<file path="config.mk">
export PLATFORM = sky130hd
export DESIGN_NAME = weight_reload_controller
export DESIGN_NICKNAME = d
export VERILOG_FILES = /design/src/rtl/weight_reload_controller.sv
export SDC_FILE = /design/constraint.sdc
export NUM_CORES = 1
export LEC_CHECK = 0
export ABC_AREA = 1
export CAP_MARGIN = 10
export CORE_ASPECT_RATIO = 0.75
export CORE_UTILIZATION = 45
export DETAILED_ROUTE_END_ITERATION = 10
export GPL_ROUTABILITY_DRIVEN = 0
export PLACE_DENSITY = 0.87
export SLEW_MARGIN = 30
export SYNTH_ARGS = -nofsm -noshare
export SYNTH_HDL_FRONTEND = slang
export SYNTH_SLANG_ARGS = --single-unit
</file>
<file path="constraint.sdc">
create_clock -name clk -period 2.5 [get_ports clk]
set_input_delay 0.5 -clock clk [delete_from_list [all_inputs] [get_ports clk]]
set_output_delay 0.5 -clock clk [all_outputs]
set_load 0.02 [all_outputs]
</file>
<file path="src/rtl/weight_reload_controller.sv">
// Weight reload controller: copies the selected model image from the weight store into the weight buffer.
// Latency: 3 cycles per word with wbuf_ready high; load_done follows the request edge by 3*WORDS edges.
// Backpressure: WRITE holds address/data stable while wbuf_ready is low, with no timeout.
module weight_reload_controller #(
  parameter int WORDS  = 64,
  parameter int DATA_W = 32,
  parameter int ADDR_W = 10,
  parameter int BASE_A = 0,
  parameter int BASE_B = 64,
  localparam int IDX_W = $clog2(WORDS)
) (
  input  logic              clk,
  input  logic              rst,
  input  logic              reload_weights,
  input  logic [1:0]        active_model,
  output logic              mem_rd_en,
  output logic [ADDR_W-1:0] mem_addr,
  input  logic [DATA_W-1:0] mem_rd_data,
  output logic              wbuf_wr_en,
  output logic [IDX_W-1:0]  wbuf_addr,
  output logic [DATA_W-1:0] wbuf_wr_data,
  input  logic              wbuf_ready,
  output logic              busy,
  output logic              load_done,
  output logic              weights_valid,
  output logic              cfg_error
);

  localparam logic [2:0] ST_IDLE  = 3'd0;
  localparam logic [2:0] ST_READ  = 3'd1;
  localparam logic [2:0] ST_WAIT  = 3'd2;
  localparam logic [2:0] ST_WRITE = 3'd3;
  localparam logic [2:0] ST_DONE  = 3'd4;

  logic [2:0]        r_state;
  logic [IDX_W-1:0]  r_idx;
  logic [ADDR_W-1:0] r_base;
  logic [DATA_W-1:0] r_data;
  logic              r_weights_valid;
  logic              r_cfg_error;

  logic              w_code_ok;
  logic              w_req_ok;
  logic              w_req_bad;
  logic [ADDR_W-1:0] w_base_sel;
  logic              w_last;

  // Only codes 01 (model A) and 10 (model B) name a model.
  assign w_code_ok  = (active_model == 2'b01) || (active_model == 2'b10);
  assign w_req_ok   = reload_weights && w_code_ok;
  assign w_req_bad  = reload_weights && !w_code_ok;
  assign w_base_sel = (active_model == 2'b10) ? ADDR_W'(BASE_B) : ADDR_W'(BASE_A);
  assign w_last     = (r_idx == IDX_W'(WORDS - 1));

  // Sequencer: a valid request always restarts from word 0, whatever state we are in.
  always_ff @(posedge clk or posedge rst) begin
    if (rst) begin
      r_state <= ST_IDLE;
      r_idx   <= '0;
      r_base  <= '0;
    end else if (w_req_ok) begin
      r_state <= ST_READ;
      r_idx   <= '0;
      r_base  <= w_base_sel;
    end else begin
      case (r_state)
        ST_READ:  r_state <= ST_WAIT;
        ST_WAIT:  r_state <= ST_WRITE;
        ST_WRITE: begin
          if (wbuf_ready) begin
            if (w_last) begin
              r_state <= ST_DONE;
            end else begin
              r_idx   <= r_idx + IDX_W'(1);
              r_state <= ST_READ;
            end
          end
        end
        ST_DONE:  r_state <= ST_IDLE;
        default:  r_state <= ST_IDLE;
      endcase
    end
  end

  // Capture the store's read data on the edge closing WAIT; it is held through WRITE.
  always_ff @(posedge clk or posedge rst) begin
    if (rst) begin
      r_data <= '0;
    end else if (r_state == ST_WAIT) begin
      r_data <= mem_rd_data;
    end
  end

  // weights_valid drops on any accepted request and rises only when DONE closes without a new request.
  always_ff @(posedge clk or posedge rst) begin
    if (rst) begin
      r_weights_valid <= 1'b0;
    end else if (w_req_ok) begin
      r_weights_valid <= 1'b0;
    end else if (r_state == ST_DONE) begin
      r_weights_valid <= 1'b1;
    end
  end

  // Invalid model code: one-cycle error pulse in the cycle after the request, nothing else changes.
  always_ff @(posedge clk or posedge rst) begin
    if (rst) begin
      r_cfg_error <= 1'b0;
    end else begin
      r_cfg_error <= w_req_bad;
    end
  end

  // Strobes and their payloads are decoded from state; payloads read zero when their strobe is low.
  assign mem_rd_en     = (r_state == ST_READ);
  assign mem_addr      = (r_state == ST_READ) ? (r_base + ADDR_W'(r_idx)) : '0;
  assign wbuf_wr_en    = (r_state == ST_WRITE);
  assign wbuf_addr     = (r_state == ST_WRITE) ? r_idx : '0;
  assign wbuf_wr_data  = (r_state == ST_WRITE) ? r_data : '0;
  assign busy          = (r_state != ST_IDLE);
  assign load_done     = (r_state == ST_DONE);
  assign weights_valid = r_weights_valid;
  assign cfg_error     = r_cfg_error;

endmodule

</file>
; ---- Yosys cells after proc, flatten, opt, wreduce, memory -nomap -nowiden
; Index checks and enable logic that the tools add are counted.
[word_totals]
in_bits = 38
word_cells = 40
reg_bits = 53
output_inout_bits = 54
[classes]
n_mux = 14
n_reduce_logical = 9
add_sub_neg = 2
n_eq_ne = 9
[op_table]
columns = operator, count
row1 = 32-bit 2-to-1 mux, 1
row2 = 6-bit 2-to-1 mux, 5
row3 = 10-bit by 6-bit adder with 10-bit output, 1
row4 = 10-bit 2-to-1 mux, 1
row5 = 3-bit 2-to-1 mux, 3
row6 = 3-bit one-hot mux with 3 select lines, 1
row7 = 7-bit 2-to-1 mux, 1
row8 = 6-bit by 1-bit adder with 6-bit output (second input constant), 1
row9 = 3-bit by 2-bit == test with 1-bit output (second input constant), 2
row10 = 6-bit == test (second input constant), 1
row11 = 2-bit nonzero test, 3
row12 = 3-bit by 1-bit == test with 1-bit output (second input constant), 1
row13 = 3-bit == test (second input constant), 1
row14 = 3-bit by 1-bit inequality test with 1-bit output (second input constant), 1
row15 = 3-bit AND reduction, 1
row16 = 3-bit nonzero test, 1
row17 = 2-bit by 1-bit == test with 1-bit output (second input constant), 1
row18 = 2-bit == test (second input constant), 1
row19 = 1-bit logical AND, 2
row20 = 1-bit 2-to-1 mux, 2
row21 = 2-bit inequality test (second input constant), 1
row22 = 1-bit zero test, 1
row23 = 1-bit logical OR, 1

; ---- Logic depth before layout (Yosys ltp)
; Gate-level depths: netlist (run 1).
[depth]
depth_word = 5
depth_mapped = 8
mapped_depth_nobuf = 7

; ---- Least setup slack after synthesis (run 1)
; No wires, ideal clock.
[synth_path]
path_type = reg2out
from = register r_state[2]
to = output port mem_addr[0]
path_stages_with_launch = 4
n_path_buf = 0
arrival_ns = 1.567
required_time_ns = 2.000
setup_slack_ns = 0.433
cell_sequence = dfrtp_1 > nor3_1 > inv_1 > nor2_1
[synth_between]
elab_chain_cells = 2
[synth_rtl]
columns = element, line_no
row1 = start: declaration, 35  ; logic [2:0] r_state;
row2 = start signal: assignment, 58  ; r_state <= ST_IDLE;
row3 = start signal: assignment, 62  ; r_state <= ST_READ;
row4 = start signal: assignment, 67  ; ST_READ: r_state <= ST_WAIT;
row5 = 3-bit by 1-bit == test with 1-bit output, -
row6 = net mem_rd_en, 16  ; output logic mem_rd_en,
row7 = 10-bit 2-to-1 mux, 116  ; assign mem_addr = (r_state == ST_READ) ? (r_base + ADDR_W'(r_idx)) : '0;
row8 = end: declaration, 17  ; output logic [ADDR_W-1:0] mem_addr,
; The timed path passes the listed nets, and every way through them passes these cells.

; ---- Worst setup path after layout (run 1)
[layout_path]
from = register r_state[2]
to = output port mem_addr[1]
[layout_between]
elab_chain_cells = 2
[layout_rtl]
columns = element, line_no
row1 = 3-bit by 1-bit == test with 1-bit output, 116
row2 = 10-bit 2-to-1 mux, 116
; Every way passes these cells.

==> reports/results.ini, run 1 <==
[status]
status = complete, no violations

[hold_path]
min_to = weights_valid
min_path_type = flop to flop
min-delay-start = weights_valid
hold_path_depth = 2

[clock_network]
clock_sinks = 44
path_clk_slew_ns = 0.08
cts_root_buf = clkbuf_8
cts.hold.buffers_added = 0
htreeDepth = 2
clockBufferDepth = 2
clk_latency_ns = 0.29
cts_tree = yes
postCtsSetupBuffers = 0
tritoncts.num_buffers = 5
cts_resized = 4

[finish]
drive_gt1_frac = 0.0738
multi_input_area_um2 = 791
nets = 407
regArea_um2 = 1100
fin_util = 0.719
layout_common_cells = 56 x clkdlybuf4s50_1, 55 x nand2_1, 51 x nor2_1, 48 x inv_1, 43 x dfrtp_1
areaGrowthSynthToFinish_pct = 50.5
num-fill-cells = 366
diodes = 0
final_common_cell = clkdlybuf4s50_1

[placement]
portBuffers = 88
dp_hpwl_um = 3630

[critical_path]
crit_path_end_kind = output port
reg2reg_setup_slack_ns = 0.83
r2r_start = r_state[2]
cp_slowest_cell = clkdlybuf4s50_1
path_delay_family = buffers and inverters
path_class = flop to output port
arrival_ns = 1.85
start_kind = flop
crit_required_ns = 2.00
crit_path_max_incr_delay_ns = 0.62
worst-path-buf-inv = 2
worst-r2r-cell-count = 7
worst-path-max-fanout = 7
crit_chain = nor3_2 -> inv_2 -> nor2_1 -> clkdlybuf4s50_1
timing.rr.end = r_idx[2]

[grt]
grt_pass1_vias = 1779
grt_antenna_before_repair = 0
grt_max_degree = 45
grt_first_pass_wirelength_um = 7870
grt.overflow.total = 0
grt.total_usage = 0.208

[detailed_routing]
drt-vias-per-instance = 4.69
vias = 1985
drt_iter0_drc = 81
dr.pass1.iters = 4
routed_wl_um = 5030
ant_nets = 0
wl_per_cell_um = 11.9
drc_errors = 0

[sta]
setup_tns_ns = 0
fmax_mhz = 426
final_hold_viol_count = 0
period_minus_slack_ns = 2.35
period_share = 0.939
finalClockSkew_ns = 0.00402
drv_slew = 0
rsz0062_at_grt = no
setup_violations = 0

[logic_synthesis]
synth_area_leaders = dfrtp_1 50%, nand2_1 9.5%, nor2_1 8.8%
synthCells = 280
yosys.area.top_type = dfrtp_1
synth_top_area_frac = 0.504
ys_types = 22
ys_seq_area_frac = 0.504
syn-mean-instance-area_um2 = 7.80
synth_seq_cells = 44
synth_area_um2 = 2180
yosys_warnings = 0

[power]
cellPowerDensity_nw_per_um2 = 1030
p_leak_uw = 0.00198
ir_drop_mv = 0.516
finalPower_uw = 3390

[die]
initial_core_util = 0.478
fp.dieArea_um2 = 5140
die_h_um = 62.3
die_w_um = 82.4
num_rows = 21
core_um2 = 4570
pin_count = 92

[job]
drv_cap = 0

[worst reg2reg max path, cell delays in order, from the launching register on]
cell and delay, ns:
dfrtp_1 0.45, inv_1 0.15, nand3_4 0.16, buf_4 0.21, nand2_1 0.09, nand3_2 0.25, nand2_1 0.18, o21ai_2 0.07
[where the power goes]
group | internal, µW | switching (µW) | total [µW]
combinational | 697 | 1030 | 1730
clock | 287 | 220 | 506
sequential | 1010 | 141 | 1160
[cell usage after synthesis]
master / n
buf_2: 2
buf_4: 4
buf_6: 6
clkbuf_1: 5
conb_1: 1
dfrtp_1: 44
ha_1: 2
inv_1: 50
inv_2: 1
nand2_1: 55
nand3_1: 7
nand3_2: 2
nand4_1: 2
nor2_1: 51
nor2_2: 1
nor3_1: 2
nor3_2: 1
o21ai_0: 29
o21ai_1: 8
o21ai_2: 5
or2_1: 1
xor2_1: 1
[how the worst max path moves through the flow]
stage,startpoint,to,cells after the start
floorplan,r_state[2],mem_addr[0],3
global placement,active_model[0],r_idx[2],8
detailed placement,active_model[0],r_idx[2],8
CTS,r_state[2],wbuf_wr_data[27],5
global route,r_state[2],mem_addr[1],4
finish,r_state[2],mem_addr[1],4
[metal layers]
metal	vias to the layer above	track usage	routed length [µm]
li1	1005	-	-
met1	906	0.254	2250
met4	0	0.105	53
met5	-	0	0
met3	6	0.0500	380
met2	68	0.338	2350
[layout make-up]
type                    count  share of cell area
inverters                  51              0.0583
clock inverters             1             0.00914
well taps                  57              0.0217
repair buffers             95               0.314
flip-flops and latches     44               0.335
multi-input cells         170               0.241
clock buffers               5              0.0209
[kinds of logic (layout without fill, tap and decap cells)]
kind of cell,after synthesis,in the layout,share of synthesized area
other cells,1,3,0.00172
buf+inv,68,152,0.146
compound gates,42,42,0.105
xor+xnor,1,1,0.00401
simple gates,122,122,0.228
fa+ha+maj,2,2,0.0115
flops,44,44,0.504
[stage by stage]
| stage | hold slack [ns] | cell area [µm²] | setup WS (ns) | cells |
|---|---|---|---|---|
| 2_1_floorplan | 0.486 | 2190 | 0.433 | 282 |
| 3_3_place_gp | 0.509 | 3100 | 0.234 | 417 |
| 3_5_place_dp | 0.509 | 3100 | 0.130 | 417 |
| 4_1_cts | 0.526 | 3210 | 0.0139 | 423 |
| 5_1_grt | 0.559 | 3290 | 0.0535 | 423 |
| 6_report | 0.521 | 3290 | 0.152 | 423 |
[state kept, by name (all words and copies together), names as in the netlist]
name,count
r_idx,6
r_state,3
r_data,32
weights_valid,1
cfg_error,1
r_base,1
Note: power is estimated with default switching activity, not from simulation.
==> run 2, diff against run 1 <==
--- a/config.mk
+++ b/config.mk
@@ -16,3 +16,4 @@
 export SYNTH_ARGS = -nofsm -noshare
 export SYNTH_HDL_FRONTEND = slang
 export SYNTH_SLANG_ARGS = --single-unit
+export TNS_END_PERCENT = 20
==> results of run 2 <==
Same layout as run 1: the final DEF is identical, and so are final timing and power.
==> run 3, diff against run 2 <==
--- a/config.mk
+++ b/config.mk
@@ -8,10 +8,9 @@
 export ABC_AREA = 1
 export CAP_MARGIN = 10
 export CORE_ASPECT_RATIO = 0.75
-export CORE_UTILIZATION = 45
+export CORE_UTILIZATION = 46
 export DETAILED_ROUTE_END_ITERATION = 10
-export GPL_ROUTABILITY_DRIVEN = 0
-export PLACE_DENSITY = 0.87
+export PLACE_DENSITY = 0.89
 export SLEW_MARGIN = 30
 export SYNTH_ARGS = -nofsm -noshare
 export SYNTH_HDL_FRONTEND = slang
==> reports/results.ini, run 3 (same netlist as run 1, synthesis figures left out) <==
[finish]
regArea_um2 = 1100
top_regs = r_data (32), r_idx (6), r_state (3)
layout_common_cells = 87 x clkdlybuf4s50_1, 55 x nand2_1, 51 x nor2_1, 48 x inv_1, 44 x dfrtp_1
top_register = r_data
num-fill-cells = 361
multi_input_area_um2 = 778
diodes = 0
final_common_cell = clkdlybuf4s50_1
nets = 407
areaGrowthSynthToFinish_pct = 45.5
largest_reg_flops = 32
drive_gt1_frac = 0.0683

[clock_network]
cts_tree = yes
cts_root_buf = clkbuf_8
tritoncts.num_buffers = 5
path_clk_slew_ns = 0.08
clockBufferDepth = 2
cts.hold.buffers_added = 0
postCtsSetupBuffers = 0
clock_sinks = 44
htreeDepth = 2
clk_latency_ns = 0.28
cts_resized = 0

[sta]
period_share = 0.959
setup_violations = 0
setup_tns_ns = 0
fmax_mhz = 417
setup_slack_ns = 0.102
period_minus_slack_ns = 2.40
rsz0062_at_grt = no
finalClockSkew_ns = 0.00443
drv_slew = 0
final_hold_viol_count = 0

[power]
cellPowerDensity_nw_per_um2 = 1060
ir_drop_mv = 0.556
p_leak_uw = 0.00147

[critical_path]
start_kind = flop
crit_required_ns = 2.00
crit_path_end_kind = output port
cp_slowest_cell = clkdlybuf4s50_1
worst-path-buf-inv = 2
timing.rr.end = r_idx[4]
worst-r2r-cell-count = 7
crit_path_max_incr_delay_ns = 0.61
cp.depth = 4
crit_chain = nor3_1 -> inv_2 -> nor2_1 -> clkdlybuf4s50_1
reg2reg_setup_slack_ns = 0.96
arrival_ns = 1.90
r2r_start = r_idx[0]
path_delay_family = buffers and inverters
worst-path-max-fanout = 7
path_class = flop to output port

[grt]
grt_antenna_before_repair = 0
grt_max_degree = 41
grt_first_pass_wirelength_um = 7270
grt.total_usage = 0.196
grt.overflow.total = 0
grt_pass1_vias = 1702

[detailed_routing]
wl_per_cell_um = 11.5
ant_nets = 0
drt_iter0_drc = 61
drc_errors = 0
vias = 2006
routed_wl_um = 4850
drt-vias-per-instance = 4.74
dr.pass1.iters = 6

[job]
drv_cap = 0

[placement]
dp_worst_setup_slack_ns = 0.193
gp_congestion = 0.848
dp_hpwl_um = 3650
portBuffers = 88

[die]
die_h_um = 61.7
core_um2 = 4520
initial_core_util = 0.483
die_w_um = 81.6
fp.dieArea_um2 = 5030
pin_count = 92
num_rows = 21

[hold_path]
min_path_type = input pin to asynchronous set/reset pin

[status]
status = complete, no violations

## run 3: worst max-delay path by stage
stage	start	to	slack, ns
2_1_floorplan	r_state[2]	mem_addr[0]	0.43
3_3_place_gp	active_model[0]	r_idx[1]	0.26
3_5_place_dp	active_model[0]	r_idx[1]	0.19
4_1_cts	r_state[0]	mem_addr[5]	0.06
5_1_grt	r_state[0]	mem_addr[2]	0.02
6_report	r_state[2]	mem_addr[0]	0.10
## run 3: per-stage QoR
| step | power, µW | cell area, µm² | util | cells | hold WS [ns] |
|---|---|---|---|---|---|
| finish | 3370 | 3180 | 0.703 | 423 | 0.527 |
| global placement | 2830 | 3080 | 0.681 | 417 | 0.506 |
| CTS | 3400 | 3170 | 0.702 | 423 | 0.535 |
| detailed placement | 2890 | 3080 | 0.681 | 417 | 0.517 |
| floorplan | 2260 | 2190 | - | 282 | 0.486 |
| global route | 3630 | 3180 | 0.703 | 423 | 0.556 |
## run 3: metal layers
metal | wire length [µm] | up-vias | track usage
li1 | - | 1003 | -
met2 | 2360 | 73 | 0.349
met4 | 18 | 0 | 0.0536
met5 | 0 | - | 0
met1 | 2210 | 926 | 0.242
met3 | 274 | 4 | 0.0459
## run 3: area by class of cell
cell class,count,area share
Sequential cell,44,0.347
Timing Repair Buffer,95,0.295
Multi-Input combinational cell,170,0.245
Inverter,51,0.0603
Tap cell,57,0.0224
Clock buffer,5,0.0217
Clock inverter,1,0.00945
## run 3: report_power, final
group | switching, µW | internal (µW) | leakage (µW)
Clock | 208 | 287 | 0.0000501
Combinational | 1020 | 703 | 0.000868
Sequential | 142 | 1010 | 0.000552
Total | 1370 | 2000 | 0.00147
## run 3: worst reg2reg max path: stages, from the launching register on
cell and delay, ns:
dfrtp_1 0.44, ha_1 0.24, nand2_1 0.09, nor2_2 0.19, nand2_1 0.09, nand3_2 0.22
nand2_1 0.13, o21ai_2 0.07
